==> config.mk <==
export PLATFORM = sky130hd
export DESIGN_NAME = cva6_ptw_dcache_responder_flat
export DESIGN_NICKNAME = d
export VERILOG_FILES = /design/src/rtl/cva6_ptw_dcache_responder_if.sv /design/src/rtl/cva6_ptw_dcache_responder.sv /design/src/flat_wrapper.sv
export SDC_FILE = /design/constraint.sdc
export NUM_CORES = 1
export LEC_CHECK = 0
export ABC_AREA = 1
export CORE_MARGIN = 5
export CORE_UTILIZATION = 41
export CTS_BUF_LIST = sky130_fd_sc_hd__clkbuf_4 sky130_fd_sc_hd__clkbuf_8 sky130_fd_sc_hd__clkbuf_16
export DETAILED_ROUTE_END_ITERATION = 10
export GPL_TIMING_DRIVEN = 0
export PLACE_DENSITY = 0.85
export SLEW_MARGIN = 20
export SYNTH_ARGS = -nofsm -noshare
export SYNTH_HDL_FRONTEND = slang
export SYNTH_SLANG_ARGS = --single-unit
==> constraint.sdc <==
create_clock -name clk_i -period 5.7 [get_ports clk_i]
set_clock_uncertainty 0.1 [all_clocks]
set_input_delay 0.855 -clock clk_i [delete_from_list [all_inputs] [get_ports clk_i]]
set_output_delay 0.855 -clock clk_i [all_outputs]
set_load 0.005 [all_outputs]
==> src/rtl/cva6_ptw_dcache_responder_if.sv <==
// PTW data-cache load port: split index/tag request phases and the rvalid/rid/ruser response.
// Signal suffixes are relative to the responder: the slave modport is the responder side.
interface cva6_ptw_dcache_responder_if #(
  parameter int INDEX_W = 12,
  parameter int TAG_W   = 44,
  parameter int DATA_W  = 64,
  parameter int ID_W    = 3,
  parameter int BE_W    = 8
);
  logic               data_req_i;
  logic               data_we_i;
  logic [INDEX_W-1:0] address_index_i;
  logic [BE_W-1:0]    data_be_i;
  logic [1:0]         data_size_i;
  logic [ID_W-1:0]    data_id_i;
  logic               tag_valid_i;
  logic [TAG_W-1:0]   address_tag_i;
  logic               kill_req_i;
  logic               data_gnt_o;
  logic               data_rvalid_o;
  logic [DATA_W-1:0]  data_rdata_o;
  logic [ID_W-1:0]    data_rid_o;
  logic               data_ruser_o;

  modport slave (
    input  data_req_i, data_we_i, address_index_i, data_be_i, data_size_i, data_id_i,
           tag_valid_i, address_tag_i, kill_req_i,
    output data_gnt_o, data_rvalid_o, data_rdata_o, data_rid_o, data_ruser_o
  );

  modport master (
    output data_req_i, data_we_i, address_index_i, data_be_i, data_size_i, data_id_i,
           tag_valid_i, address_tag_i, kill_req_i,
    input  data_gnt_o, data_rvalid_o, data_rdata_o, data_rid_o, data_ruser_o
  );
endinterface

==> src/rtl/cva6_ptw_dcache_responder.sv <==
// Serves PTW index/tag read requests from a req/gnt/rvalid backing memory, one outstanding at a time.
// Optional macro CVA6_PTW_RSP_ALIGN_CHECK_EN: answer misaligned requests with an error, bypassing memory.
module cva6_ptw_dcache_responder #(
  parameter int INDEX_W = 12,
  parameter int TAG_W   = 44,
  parameter int DATA_W  = 64,
  parameter int ID_W    = 3,
  parameter int BE_W    = 8
) (
  input  logic                     clk_i,
  input  logic                     rst_i,
  input  logic                     flush_i,
  cva6_ptw_dcache_responder_if.slave port,
  output logic                     mem_req_o,
  output logic [TAG_W+INDEX_W-1:0] mem_addr_o,
  input  logic                     mem_gnt_i,
  input  logic                     mem_rvalid_i,
  input  logic [DATA_W-1:0]        mem_rdata_i,
  input  logic                     mem_err_i,
  output logic                     busy_o,
  output logic                     proto_err_o
);

  localparam logic [2:0] IDLE  = 3'd0;
  localparam logic [2:0] TAG   = 3'd1;
  localparam logic [2:0] MREQ  = 3'd2;
  localparam logic [2:0] MWAIT = 3'd3;
  localparam logic [2:0] DRAIN = 3'd4;

  logic [2:0]         state_q, state_d;
  logic [ID_W-1:0]    id_q;
  logic [BE_W-1:0]    be_q;
  logic [1:0]         size_q;
  logic [INDEX_W-1:0] index_q;
  logic [TAG_W-1:0]   tag_q;
  logic               rvalid_q, ruser_q, proto_err_q;
  logic [DATA_W-1:0]  rdata_q;
  logic [ID_W-1:0]    rid_q;

  logic              idle, abort, accept;
  logic              rsp_fire, rsp_err;
  logic [DATA_W-1:0] rsp_data;

`ifdef CVA6_PTW_RSP_ALIGN_CHECK_EN
  function automatic logic misaligned(input logic [INDEX_W-1:0] idx, input logic [1:0] size);
    case (size)
      2'd3:    return idx[2:0] != 3'd0;
      2'd2:    return idx[1:0] != 2'd0;
      2'd1:    return idx[0];
      default: return 1'b0;
    endcase
  endfunction
`endif

  assign idle   = (state_q == IDLE);
  assign abort  = port.kill_req_i | flush_i;
  assign accept = idle & port.data_req_i & ~port.data_we_i & ~flush_i & ~rst_i;

  always_comb begin
    state_d  = state_q;
    rsp_fire = 1'b0;
    rsp_err  = 1'b0;
    rsp_data = '0;
    case (state_q)
      IDLE: if (accept) state_d = TAG;
      TAG: begin
        if (abort) begin
          state_d = IDLE;
        end else if (port.tag_valid_i) begin
`ifdef CVA6_PTW_RSP_ALIGN_CHECK_EN
          if (misaligned(index_q, size_q)) begin
            state_d  = IDLE;
            rsp_fire = 1'b1;
            rsp_err  = 1'b1;
          end else begin
            state_d = MREQ;
          end
`else
          state_d = MREQ;
`endif
        end
      end
      // Once the memory has granted, its response must still be absorbed.
      MREQ: begin
        if (abort)          state_d = mem_gnt_i ? DRAIN : IDLE;
        else if (mem_gnt_i) state_d = MWAIT;
      end
      MWAIT: begin
        if (mem_rvalid_i) begin
          state_d  = IDLE;
          rsp_fire = ~abort;
          rsp_err  = mem_err_i;
          rsp_data = mem_rdata_i;
        end else if (abort) begin
          state_d = DRAIN;
        end
      end
      DRAIN:   if (mem_rvalid_i) state_d = IDLE;
      default: state_d = IDLE;
    endcase
  end

  always_ff @(posedge clk_i) begin
    if (rst_i) begin
      state_q     <= IDLE;
      rvalid_q    <= 1'b0;
      rdata_q     <= '0;
      rid_q       <= '0;
      ruser_q     <= 1'b0;
      proto_err_q <= 1'b0;
    end else begin
      state_q     <= state_d;
      rvalid_q    <= rsp_fire;
      proto_err_q <= idle & port.data_req_i & port.data_we_i;
      if (rsp_fire) begin
        rdata_q <= rsp_data;
        rid_q   <= id_q;
        ruser_q <= rsp_err;
      end
    end
  end

  always_ff @(posedge clk_i) begin
    if (accept) begin
      id_q    <= port.data_id_i;
      be_q    <= port.data_be_i;
      size_q  <= port.data_size_i;
      index_q <= port.address_index_i;
    end
    if (state_q == TAG && port.tag_valid_i) tag_q <= port.address_tag_i;
  end

  // Byte enables (and size when the check is compiled out) are captured but not consumed.
  logic unused_attr;
  assign unused_attr = ^{be_q, size_q};

  assign port.data_gnt_o    = accept;
  assign port.data_rvalid_o = rvalid_q;
  assign port.data_rdata_o  = rdata_q;
  assign port.data_rid_o    = rid_q;
  assign port.data_ruser_o  = ruser_q;
  assign mem_req_o          = (state_q == MREQ);
  assign mem_addr_o         = (state_q == MREQ) ? {tag_q, index_q} : '0;
  assign busy_o             = ~idle;
  assign proto_err_o        = proto_err_q;

endmodule

==> src/flat_wrapper.sv <==
// flat-port wrapper written by rule: the top's interface ports become plain ports
module cva6_ptw_dcache_responder_flat 
#(
  parameter int INDEX_W = 12,
  parameter int TAG_W   = 44,
  parameter int DATA_W  = 64,
  parameter int ID_W    = 3,
  parameter int BE_W    = 8
)
  (clk_i, rst_i, flush_i, mem_req_o, mem_addr_o, mem_gnt_i, mem_rvalid_i, mem_rdata_i, mem_err_i, busy_o, proto_err_o, port_data_req_i, port_data_we_i, port_address_index_i, port_data_be_i, port_data_size_i, port_data_id_i, port_tag_valid_i, port_address_tag_i, port_kill_req_i, port_data_gnt_o, port_data_rvalid_o, port_data_rdata_o, port_data_rid_o, port_data_ruser_o);
  cva6_ptw_dcache_responder_if #(.INDEX_W(INDEX_W), .TAG_W(TAG_W), .DATA_W(DATA_W), .ID_W(ID_W), .BE_W(BE_W)) port_i ();
  input  logic clk_i;
  input  logic rst_i;
  input  logic flush_i;
  output logic mem_req_o;
  output logic [TAG_W+INDEX_W-1:0] mem_addr_o;
  input  logic mem_gnt_i;
  input  logic mem_rvalid_i;
  input  logic [DATA_W-1:0] mem_rdata_i;
  input  logic mem_err_i;
  output logic busy_o;
  output logic proto_err_o;
  input wire logic [$bits(port_i.data_req_i)-1:0] port_data_req_i;
  input wire logic [$bits(port_i.data_we_i)-1:0] port_data_we_i;
  input wire logic [$bits(port_i.address_index_i)-1:0] port_address_index_i;
  input wire logic [$bits(port_i.data_be_i)-1:0] port_data_be_i;
  input wire logic [$bits(port_i.data_size_i)-1:0] port_data_size_i;
  input wire logic [$bits(port_i.data_id_i)-1:0] port_data_id_i;
  input wire logic [$bits(port_i.tag_valid_i)-1:0] port_tag_valid_i;
  input wire logic [$bits(port_i.address_tag_i)-1:0] port_address_tag_i;
  input wire logic [$bits(port_i.kill_req_i)-1:0] port_kill_req_i;
  output wire logic [$bits(port_i.data_gnt_o)-1:0] port_data_gnt_o;
  output wire logic [$bits(port_i.data_rvalid_o)-1:0] port_data_rvalid_o;
  output wire logic [$bits(port_i.data_rdata_o)-1:0] port_data_rdata_o;
  output wire logic [$bits(port_i.data_rid_o)-1:0] port_data_rid_o;
  output wire logic [$bits(port_i.data_ruser_o)-1:0] port_data_ruser_o;
  assign port_i.data_req_i = port_data_req_i;
  assign port_i.data_we_i = port_data_we_i;
  assign port_i.address_index_i = port_address_index_i;
  assign port_i.data_be_i = port_data_be_i;
  assign port_i.data_size_i = port_data_size_i;
  assign port_i.data_id_i = port_data_id_i;
  assign port_i.tag_valid_i = port_tag_valid_i;
  assign port_i.address_tag_i = port_address_tag_i;
  assign port_i.kill_req_i = port_kill_req_i;
  assign port_data_gnt_o = port_i.data_gnt_o;
  assign port_data_rvalid_o = port_i.data_rvalid_o;
  assign port_data_rdata_o = port_i.data_rdata_o;
  assign port_data_rid_o = port_i.data_rid_o;
  assign port_data_ruser_o = port_i.data_ruser_o;
  cva6_ptw_dcache_responder #(.INDEX_W(INDEX_W), .TAG_W(TAG_W), .DATA_W(DATA_W), .ID_W(ID_W), .BE_W(BE_W)) u_core (.clk_i(clk_i), .rst_i(rst_i), .flush_i(flush_i), .port(port_i), .mem_req_o(mem_req_o), .mem_addr_o(mem_addr_o), .mem_gnt_i(mem_gnt_i), .mem_rvalid_i(mem_rvalid_i), .mem_rdata_i(mem_rdata_i), .mem_err_i(mem_err_i), .busy_o(busy_o), .proto_err_o(proto_err_o));
endmodule
==> results of run 1 <==
-- synthesized netlist by cell type --
library cell  instances  area [µm²]
buf_4                 1        7.51
nor2_2                2        12.5
nor2_1              207         777
edfxtp_1             59        1770
nand2_1              16        60.1
o21ai_1              10        50.1
dfxtp_1              73        1460
nand3_2               1        10.0
buf_6                 3        33.8
nand3_1               3        15.0
inv_1                67         251
a211oi_1              1        7.51
inv_2                 1        3.75
clkbuf_1             13        48.8
nand4_1               1        6.26
o21ai_0              59         295
a21boi_0              1        7.51
a21oi_1               2        10.0
buf_2                10        50.1
-- worst min-delay path, delay by kind of cell, from the launching register on --
kind	cells	cell delay, ps
flops	1	320
simple gates	2	130
-- through the flow --
stage,cell area (µm²),worst slack [ps]
floorplan,4880,2410
global placement,7670,1220
detailed placement,7700,1560
CTS,8310,1560
global route,8310,1450
finish,8310,1650
-- final timing paths --
| kind | to | start |
|---|---|---|
| worst max-delay path | port_data_gnt_o | rst_i |
| worst min-delay path | u_core.port.data_rdata_o[3]$_SDFFE_PP0P_ | u_core.port.data_rdata_o[3]$_SDFFE_PP0P_ |
| worst max register to register | u_core.index_q[6]$_DFFE_PP_ | u_core.state_q[1]$_SDFFE_PP0P_ |
| worst min register to register | u_core.port.data_rdata_o[3]$_SDFFE_PP0P_ | u_core.port.data_rdata_o[3]$_SDFFE_PP0P_ |
-- routing by layer --
layer  share of wire [%]  global-route usage, %
met2                  50                   38.3
met5                   0                      0
met4                 2.1                   8.62
met3                  11                   10.1
met1                  36                   21.6
-- logic make-up after synthesis --
group | count (synthesis) | synth area share, %
AND/OR/NAND/NOR | 230 | 18.1
flip-flops | 132 | 66.3
buffers and inverters | 95 | 8.10
AO/OA/AOI/OAI | 73 | 7.59
-- power breakdown --
group | internal (W) | switching, W
clock network | 0.000707 | 0.000362
registers | 0.00105 | 0.0000186
logic | 0.000255 | 0.000202
total | 0.00201 | 0.000583
-- state kept, by name, indices dropped and copies added, names as in the netlist --
name and count:
u_core.port.data_rdata_o 64, u_core.port.data_ruser_o 1, u_core.index_q 12, u_core.state_q 3
u_core.port.data_rvalid_o 1, u_core.port.data_rid_o 3, u_core.tag_q 44, u_core.id_q 3
u_core.proto_err_o 1
-- cell type report --
| cell class | count | area share [%] |
|---|---|---|
| buffer | 27 | 1.69 |
| multi-input combinational | 303 | 15.2 |
| clock buffer | 30 | 7.24 |
| timing repair buffer | 262 | 31.7 |
| inverter | 68 | 3.07 |
| clock inverter | 1 | 0.0602 |
| sequential | 132 | 38.9 |
| tap | 143 | 2.15 |
==> metrics.md, run 1 <==
| Metric | Value |
|---|---|
| # Post-CTS Setup Buffers | 0 |
| Global route total overflow | 0 |
| Largest net degree at the start of global routing | 29 |
| Crit-path most repeated cell | clkdlybuf4s50_1 |
| Commonest non-fill, non-tap cell in the layout | clkdlybuf4s50_1 |
| Total Power | around 0.0026 W |
| LEAKAGE | ~3.3 nW |
| Dpl cells | between 900 and 1000 |
| Syn. warnings | 0 |
| Hold crit path type | reg -> reg |
| Cell-by-cell listing of the critical path | clkdlybuf4s50_1 -> inv_1 -> nand2_1 -> nor2_2 -> clkdlybuf4s50_1 |
| Worst Reg-to-Reg Cells | 5 |
| Drt total wl | roughly 15 mm |
| Rows | 39 |
| Post-Layout Cell Count | about 970 |
| Max Cap Viol | 0 |
| GRT Overall Usage | 21.5% |
| Ant. Diodes | 0 |
| Starting DRC count in detailed routing | roughly 230 |
| Post-Syn Instances | 530 |
| PostCTS Resize Cnt | 0 |
| Layout area overhead | 70.3% |
| FF-to-FF setup slack | 3720 ps |
| Tcrit/Tclk final | a little under three quarters |
| Die Ht | 119 µm |
| First-pass GRT wire length | 23.9 mm |
| Routability Congestion | 0.809 |
| Clk_lat worst skew | 400 ps |
| CP top delay family | buffers and inverters |
| Hold Path Stages | 2 |
| WL/cell | roughly 16 µm |
| Ports | about 270 |
| Outcome | complete, no violations |
| Mean Syn Cell Area | ~9.2 µm² |
| Clock transition at the registers of the reported paths | roughly 50 ps |
| Die span in x | approximately 120 µm |
| Final-report setup violation count | 0 |
| Vias in the first global route | 4743 |
| Critical Path Source Type | input port |
| Initial Util | a little over two fifths |
| Total CTS buffers | 17 |
| Drt pass-1 iters | 5 |
| Fmax | approximately 250 MHz |
| RSZ-0062 raised after global routing | false |
| CTS Hold Bufs | 0 |
| Detailed placement HPWL | approximately 12 mm |
| Root Buffer | clkbuf_16 |
| Setup TNS | 0 ps |
| Clk sinks | ~130 |
| PwrDens | 313 mW/mm² |
| Synth Cell Area | between 0.004 and 0.005 mm² |
| Endpoint type of the worst setup path | primary output |
| Seq cells post-synth | 132 |
| # port buffers | 261 |
| Max-slew violations | 0 |
| Die area | approximately 0.014 mm² |
| Library cells used by synthesis | 19 |
| Fin util | 71.8% |
| Largest fanout on the critical path | 16 |
| Footprint of the multi-input gates | 0.00126 mm² |
| Share of the yosys chip area belonging to registers | 66.3% |
| Hold WS | around 380 ps |
| H-tree Lvls | 4 |
| DRC errors left | 0 |
| Filler cell count | 798 |
| Stages on the worst setup path | 5 |
| Peak supply drop | 194 µV |
| Via/cell ratio | approximately 4.7 |
| Final Hold Vio Count | 0 |
| Slowest CP cell | nor2_2 |
| Bufs on Longest Clock Path | 2 |
| Share of cells above drive strength 1 | ~6.3% |
| Synth Net Count | 673 |
| Register area | about 0.0032 mm² |
| Commonest cells after routing, fill and taps aside | clkdlybuf4s50_1, nor2_1, dfxtp_1 |
| Worst slew margin | between 40 and 50% |
| Crit Path Class | in -> out |
| CTS tree | done |
| Min cycle time layout | between 4000 and 5000 ps |
| Core area | roughly 0.012 mm² |
| Worst path bufs/invs | 3 |
| Total number of vias | between 4000 and 5000 |
| CP required | between 4000 and 5000 ps |
| Worst endpoint data arrival time | 3100 ps |
| Total Nets Final | between 900 and 1000 |
| Initial antenna violation count | 0 |
| Post-route antenna net violation count | 0 |
| CP max stage delay | 670 ps |
| Slew of the pin with the lowest slew margin | ~830 ps |
Power figures use the tool's default switching activity.
==> inputs of run 2 (changes only) <==
Settings changed: CORE_UTILIZATION 41 to 35, PLACE_DENSITY 0.85 to 0.77.
Clock period 5.7 ns to 3.5 ns, I/O delays scaled along.
==> metrics.md, run 2 (synthesis gave the netlist of run 1 again) <==
| Metric | Value |
|---|---|
| Endpoint type of the worst setup path | primary output |
| FF-to-FF Start | u_core.state_q[0]$_SDFFE_PP0P_ |
| Initial Util | 35.4% |
| Total CTS buffers | 17 |
| Die area | 0.0164 mm² |
| Hold endpoint | u_core.port.data_rdata_o[21]$_SDFFE_PP0P_ |
| Min cycle time layout | approximately 3200 ps |
| CP max stage delay | ~540 ps |
| Worst Reg-to-Reg Cells | 5 |
| Critical Path Source Type | input port |
| Int Pwr | between 0.003 and 0.004 W |
| Clk sinks | about 130 |
| CTS Hold Bufs | 0 |
| GRT Overall Usage | between 15 and 20% |
| FF-to-FF setup slack | between 1500 and 2000 ps |
| Vias in the first global route | ~4300 |
| Fin util | between 60 and 70% |
| CP top delay family | buffers and inverters |
| Slowest CP cell | clkdlybuf4s50_1 |
| Rows | 43 |
| Share of cells above drive strength 1 | 6.42% |
| Final-report setup violation count | 0 |
| Clock share of power | between 40% and 50% |
| Tcrit/Tclk final | approximately nine tenths |
| Max Cap Viol | 0 |
| Worst endpoint data arrival time | between 2000 and 3000 ps |
| Ports | 272 |
| DRC errors left | 0 |
| Worst path bufs/invs | 4 |
| Clock transition at the registers of the reported paths | 50 ps |
| PostCTS Resize Cnt | 0 |
| CTS tree | done |
| RSZ-0062 raised after global routing | false |
| Bufs on Longest Clock Path | 2 |
| Crit-path most repeated cell | clkdlybuf4s50_1 |
| Global Route met3 Usage | 9.79% |
| Clk_lat worst skew | roughly 410 ps |
| Die Ht | between 100 and 150 µm |
| Total number of vias | ~4400 |
| Hold crit path type | reg -> reg |
| First-pass GRT wire length | 22.4 mm |
| Drt total wl | between 10 and 15 mm |
| Post-route antenna net violation count | 0 |
| Root Buffer | clkbuf_16 |
| Comb pwr share | between 15 and 20% |
| Crit. Startpoint | rst_i |
| # Post-CTS Setup Buffers | 0 |
| Routability Congestion | roughly 0.80 |
| Worst slew margin | 63.1% |
| Slew of the pin with the lowest slew margin | ~550 ps |
| Ant. Diodes | 0 |
| CP required | roughly 2900 ps |
| Switch Pwr | 0.000966 W |
| Starting DRC count in detailed routing | between 150 and 200 |
| Worst Hold Launch | u_core.port.data_rdata_o[21]$_SDFFE_PP0P_ |
| Max-slew violations | 0 |
| Outcome | complete, no violations |
| Global Route met2 Usage | ~30% |
| WL/cell | about 15 µm |
| Initial antenna violation count | 0 |
| PwrDens | 514 mW/mm² |
| Largest net degree at the start of global routing | 27 |
| Reg2Reg Capture Point | u_core.tag_q[0]$_DFFE_PP_ |
| Grt met1 use | 19.1% |
| Commonest non-fill, non-tap cell in the layout | clkdlybuf4s50_1 |
| Via/cell ratio | 4.34 |
| Largest fanout on the critical path | 11 |
| GRT Max-Usage Layer | met2 |
| Sw Ratio | between 20% and 30% |
| Peak supply drop | 275 µV |
| Final Hold Vio Count | 0 |
| # port buffers | around 260 |
| LEAKAGE | about 3.3 nW |
| Commonest cells after routing, fill and taps aside | clkdlybuf4s50_1, nor2_1, dfxtp_1 |
| Detailed placement HPWL | ~12 mm |
| Setup Slack @ Placement | between 300 and 400 ps |
| Drt pass-1 iters | 4 |
| H-tree Lvls | 4 |
| Crit Path Class | in -> out |
| Layout area overhead | 71.8% |
| Worst setup margin | 349 ps |
| Hold Path Stages | 2 |
| Fmax | 317 MHz |
| DP Area | around 0.0078 mm² |
| Design area | between 0.008 and 0.009 mm² |
| Max reg flops | between 60 and 70 |
| Cell-by-cell listing of the critical path | clkdlybuf4s50_1 -> inv_1 -> nand2_1 -> nor2_2 -> buf_6 -> clkdlybuf4s50_1 |
| Die span in x | around 130 µm |
| Total Nets Final | approximately 960 |
| Core area | around 0.014 mm² |
| Sequential Power Share | about two fifths |
| Global route total overflow | 0 |
[run 2: worst max path at each step]
stage | endpoint | slack, ps | cells past startpoint
6_report | port_data_gnt_o | 350 | 6
5_1_grt | port_data_gnt_o | 190 | 6
4_1_cts | port_data_gnt_o | 300 | 6
3_5_place_dp | port_data_gnt_o | 310 | 6
3_3_place_gp | u_core.tag_q[4]$_DFFE_PP_ | -700 | 3
2_1_floorplan | u_core.tag_q[0]$_DFFE_PP_ | 530 | 4
[run 2: metal layers]
metal  vias to the layer above  part of all wire (%)
met4                         0                   1.4
li1                       2222                     -
met2                       208                    47
met1                      1920                    38
met3                        15                    14
met5                         -                     0
[run 2: area by class of cell]
| class | count | area [µm²] |
|---|---|---|
| Timing Repair Buffer | 263 | 2640 |
| Clock buffer | 23 | 500 |
| Clock inverter | 9 | 123 |
| Sequential cell | 132 | 3230 |
| Buffer | 27 | 140 |
| Inverter | 68 | 255 |
| Tap cell | 180 | 225 |
| Fill cell | 1199 | 5390 |
| Multi-Input combinational cell | 303 | 1260 |
[run 2: worst register-to-register path: stages, from the launching register on]
cell     delay [ps]
dfxtp_1         340
inv_1            70
nor2_1          130
nand2_1         120
nor2_4          450
buf_12          260
[run 2: metrics by stage]
step	total power (W)	hold WS [ps]	setup TNS [ps]	std cells
6_report	0.00431	377	0	1005
5_1_grt	0.00452	399	0	1005
4_1_cts	0.00437	383	0	1005
3_5_place_dp	0.00252	371	0	973
3_3_place_gp	0.00250	360	-31230	971
2_1_floorplan	0.00204	356	0	530
[run 2: power groups by stage]
stage	clock (W)	combinational, W	sequential (W)
6_report	0.00183	0.000738	0.00174
5_1_grt	0.00196	0.000818	0.00175
4_1_cts	0.00188	0.000752	0.00174
3_5_place_dp	0	0.000750	0.00177
3_3_place_gp	0	0.000723	0.00178
2_1_floorplan	0	0.000268	0.00177
==> inputs of run 3 (changes only) <==
Settings changed: SLEW_MARGIN 20 to not set.
==> metrics.md, run 3 (synthesis gave the netlist of run 1 again) <==
| Metric | Value |
|---|---|
| Footprint of the multi-input gates | around 0.0013 mm² |
| Hold Path Stages | 2 |
| Die span in x | between 100 and 150 µm |
| FF-to-FF setup slack | 1710 ps |
| Slew of the pin with the lowest slew margin | between 500 and 600 ps |
| PwrDens | ~510 mW/mm² |
| Rows | 43 |
| Die Ht | approximately 130 µm |
| Fin util | around three fifths |
| Initial Util | a little over a third |
| Routability Congestion | between 0.7 and 0.8 |
| Layout area overhead | 71.3% |
| Largest net degree at the start of global routing | 27 |
| # port buffers | between 200 and 300 |
| Bufs on Longest Clock Path | 2 |
| # Post-CTS Setup Buffers | 0 |
| Starting DRC count in detailed routing | 136 |
| Crit. Startpoint | rst_i |
| DRC errors left | 0 |
| Endpoint type of the worst setup path | primary output |
| Max layer used | met4 |
| Post-Layout Cell Count | between 1000 and 1500 |
| Sequential Power Share | between 40 and 50% |
| H-tree Lvls | 4 |
| Final Hold Vio Count | 0 |
| Tcrit/Tclk final | 83.9% |
| Worst Reg-to-Reg Cells | 5 |
| Total Power | between 0.004 and 0.005 W |
| Drt pass-1 iters | 5 |
| Vias in the first global route | around 4300 |
| Register area | 0.00323 mm² |
| Commonest non-fill, non-tap cell in the layout | clkdlybuf4s50_1 |
| Clk_lat worst skew | approximately 400 ps |
| FF-to-FF Start | u_core.state_q[0]$_SDFFE_PP0P_ |
| Clock share of power | between 40 and 50% |
| Worst slew margin | about 62% |
| CP required | ~2900 ps |
| Largest fanout on the critical path | 16 |
| Hold endpoint | u_core.port.data_rdata_o[46]$_SDFFE_PP0P_ |
| Sw Ratio | roughly 23% |
| Switch Pwr | slightly below 0.001 W |
| Max-slew violations | 0 |
| PostCTS Resize Cnt | 0 |
| Clk sinks | between 100 and 150 |
| Clock transition at the registers of the reported paths | 60 ps |
| Met2 WL post-DR | just under 7 mm |
| Peak supply drop | around 340 µV |
| Final-report setup violation count | 0 |
| Filler cell count | 1184 |
| Root Buffer | clkbuf_16 |
| Max reg flops | 64 |
| Detailed placement HPWL | approximately 12 mm |
| M1 WL | roughly 5.6 mm |
| CTS tree | done |
| Worst endpoint data arrival time | around 2300 ps |
| Outcome | complete, no violations |
| Dpl cells | 973 |
| Int Pwr | between 0.003 and 0.004 W |
| Comb pwr share | between 10% and 20% |
| Post-route antenna net violation count | 0 |
| First-pass GRT wire length | 22.6 mm |
| WL/cell | approximately 15 µm |
| Fmax | about 340 MHz |
| Commonest cells after routing, fill and taps aside | clkdlybuf4s50_1, nor2_1, dfxtp_1 |
| Ports | roughly 270 |
| Crit Path Class | in -> out |
| Reg2Reg Capture Point | u_core.tag_q[5]$_DFFE_PP_ |
| Critical Path Source Type | input port |
| GRT Overall Usage | ~18% |
| CTS Hold Bufs | 0 |
| Ant. Diodes | 0 |
| LEAKAGE | roughly 3.3 nW |
| Drt total wl | about 15 mm |
| Total CTS buffers | 17 |
| Hold crit path type | reg -> reg |
| Global route total overflow | 0 |
| Max Cap Viol | 0 |
| Core area | 0.0138 mm² |
| Worst Hold Launch | u_core.port.data_rdata_o[46]$_SDFFE_PP0P_ |
| Total Nets Final | 955 |
| RSZ-0062 raised after global routing | false |
| Met3 wire len | about 2.1 mm |
| Total number of vias | 4342 |
| Die area | about 0.016 mm² |
| Share of cells above drive strength 1 | 6.55% |
| Initial antenna violation count | 0 |
| Min cycle time layout | about 3000 ps |
| Via/cell ratio | roughly 4.3 |
-- run 3: how the worst max path moves through the flow --
| stage | endpoint | cells past startpoint |
|---|---|---|
| floorplan | u_core.tag_q[0]$_DFFE_PP_ | 4 |
| global placement | u_core.tag_q[4]$_DFFE_PP_ | 3 |
| detailed placement | port_data_gnt_o | 6 |
| CTS | port_data_gnt_o | 6 |
| global route | port_data_gnt_o | 6 |
| finish | port_data_gnt_o | 6 |
-- run 3: layout make-up --
cell class              count  area share (%)
plain buffers              27            1.68
multi-input cells         303            15.1
repair buffers            263            31.7
clock buffers              25            6.32
clock inverters             7           0.808
inverters                  68            3.05
well taps                 180            2.69
flip-flops and latches    132            38.7
-- run 3: power groups by stage --
stage	combinational (W)	sequential, W	clock (W)
final	0.000742	0.00174	0.00174
after global routing	0.000820	0.00175	0.00186
after CTS	0.000755	0.00174	0.00178
after detailed placement	0.000750	0.00177	0
after global placement	0.000723	0.00178	0
after floorplan	0.000268	0.00177	0
-- run 3: per-stage QoR --
step                hold slack, ps  area (µm²)  TNS [ps]  worst slack (ps)
floorplan                      356        4880         0               535
global placement               360        7720    -31230              -701
detailed placement             371        7760         0               519
CTS                            383        8360         0               510
global route                   402        8360         0               426
finish                         378        8360         0               563
-- run 3: per-layer routing --
layer  GRT usage, %  vias to the layer above
met5              0                        -
met4           5.43                        0
met3           9.75                       11
met2           30.3                      206
met1           19.8                     1909
li1               -                     2216
-- run 3: worst max-delay path: stages --
cell             delay [ps]
clkdlybuf4s50_1         470
inv_1                   290
nand2_1                 140
nor2_2                  150
buf_8                   190
clkdlybuf4s50_1         540
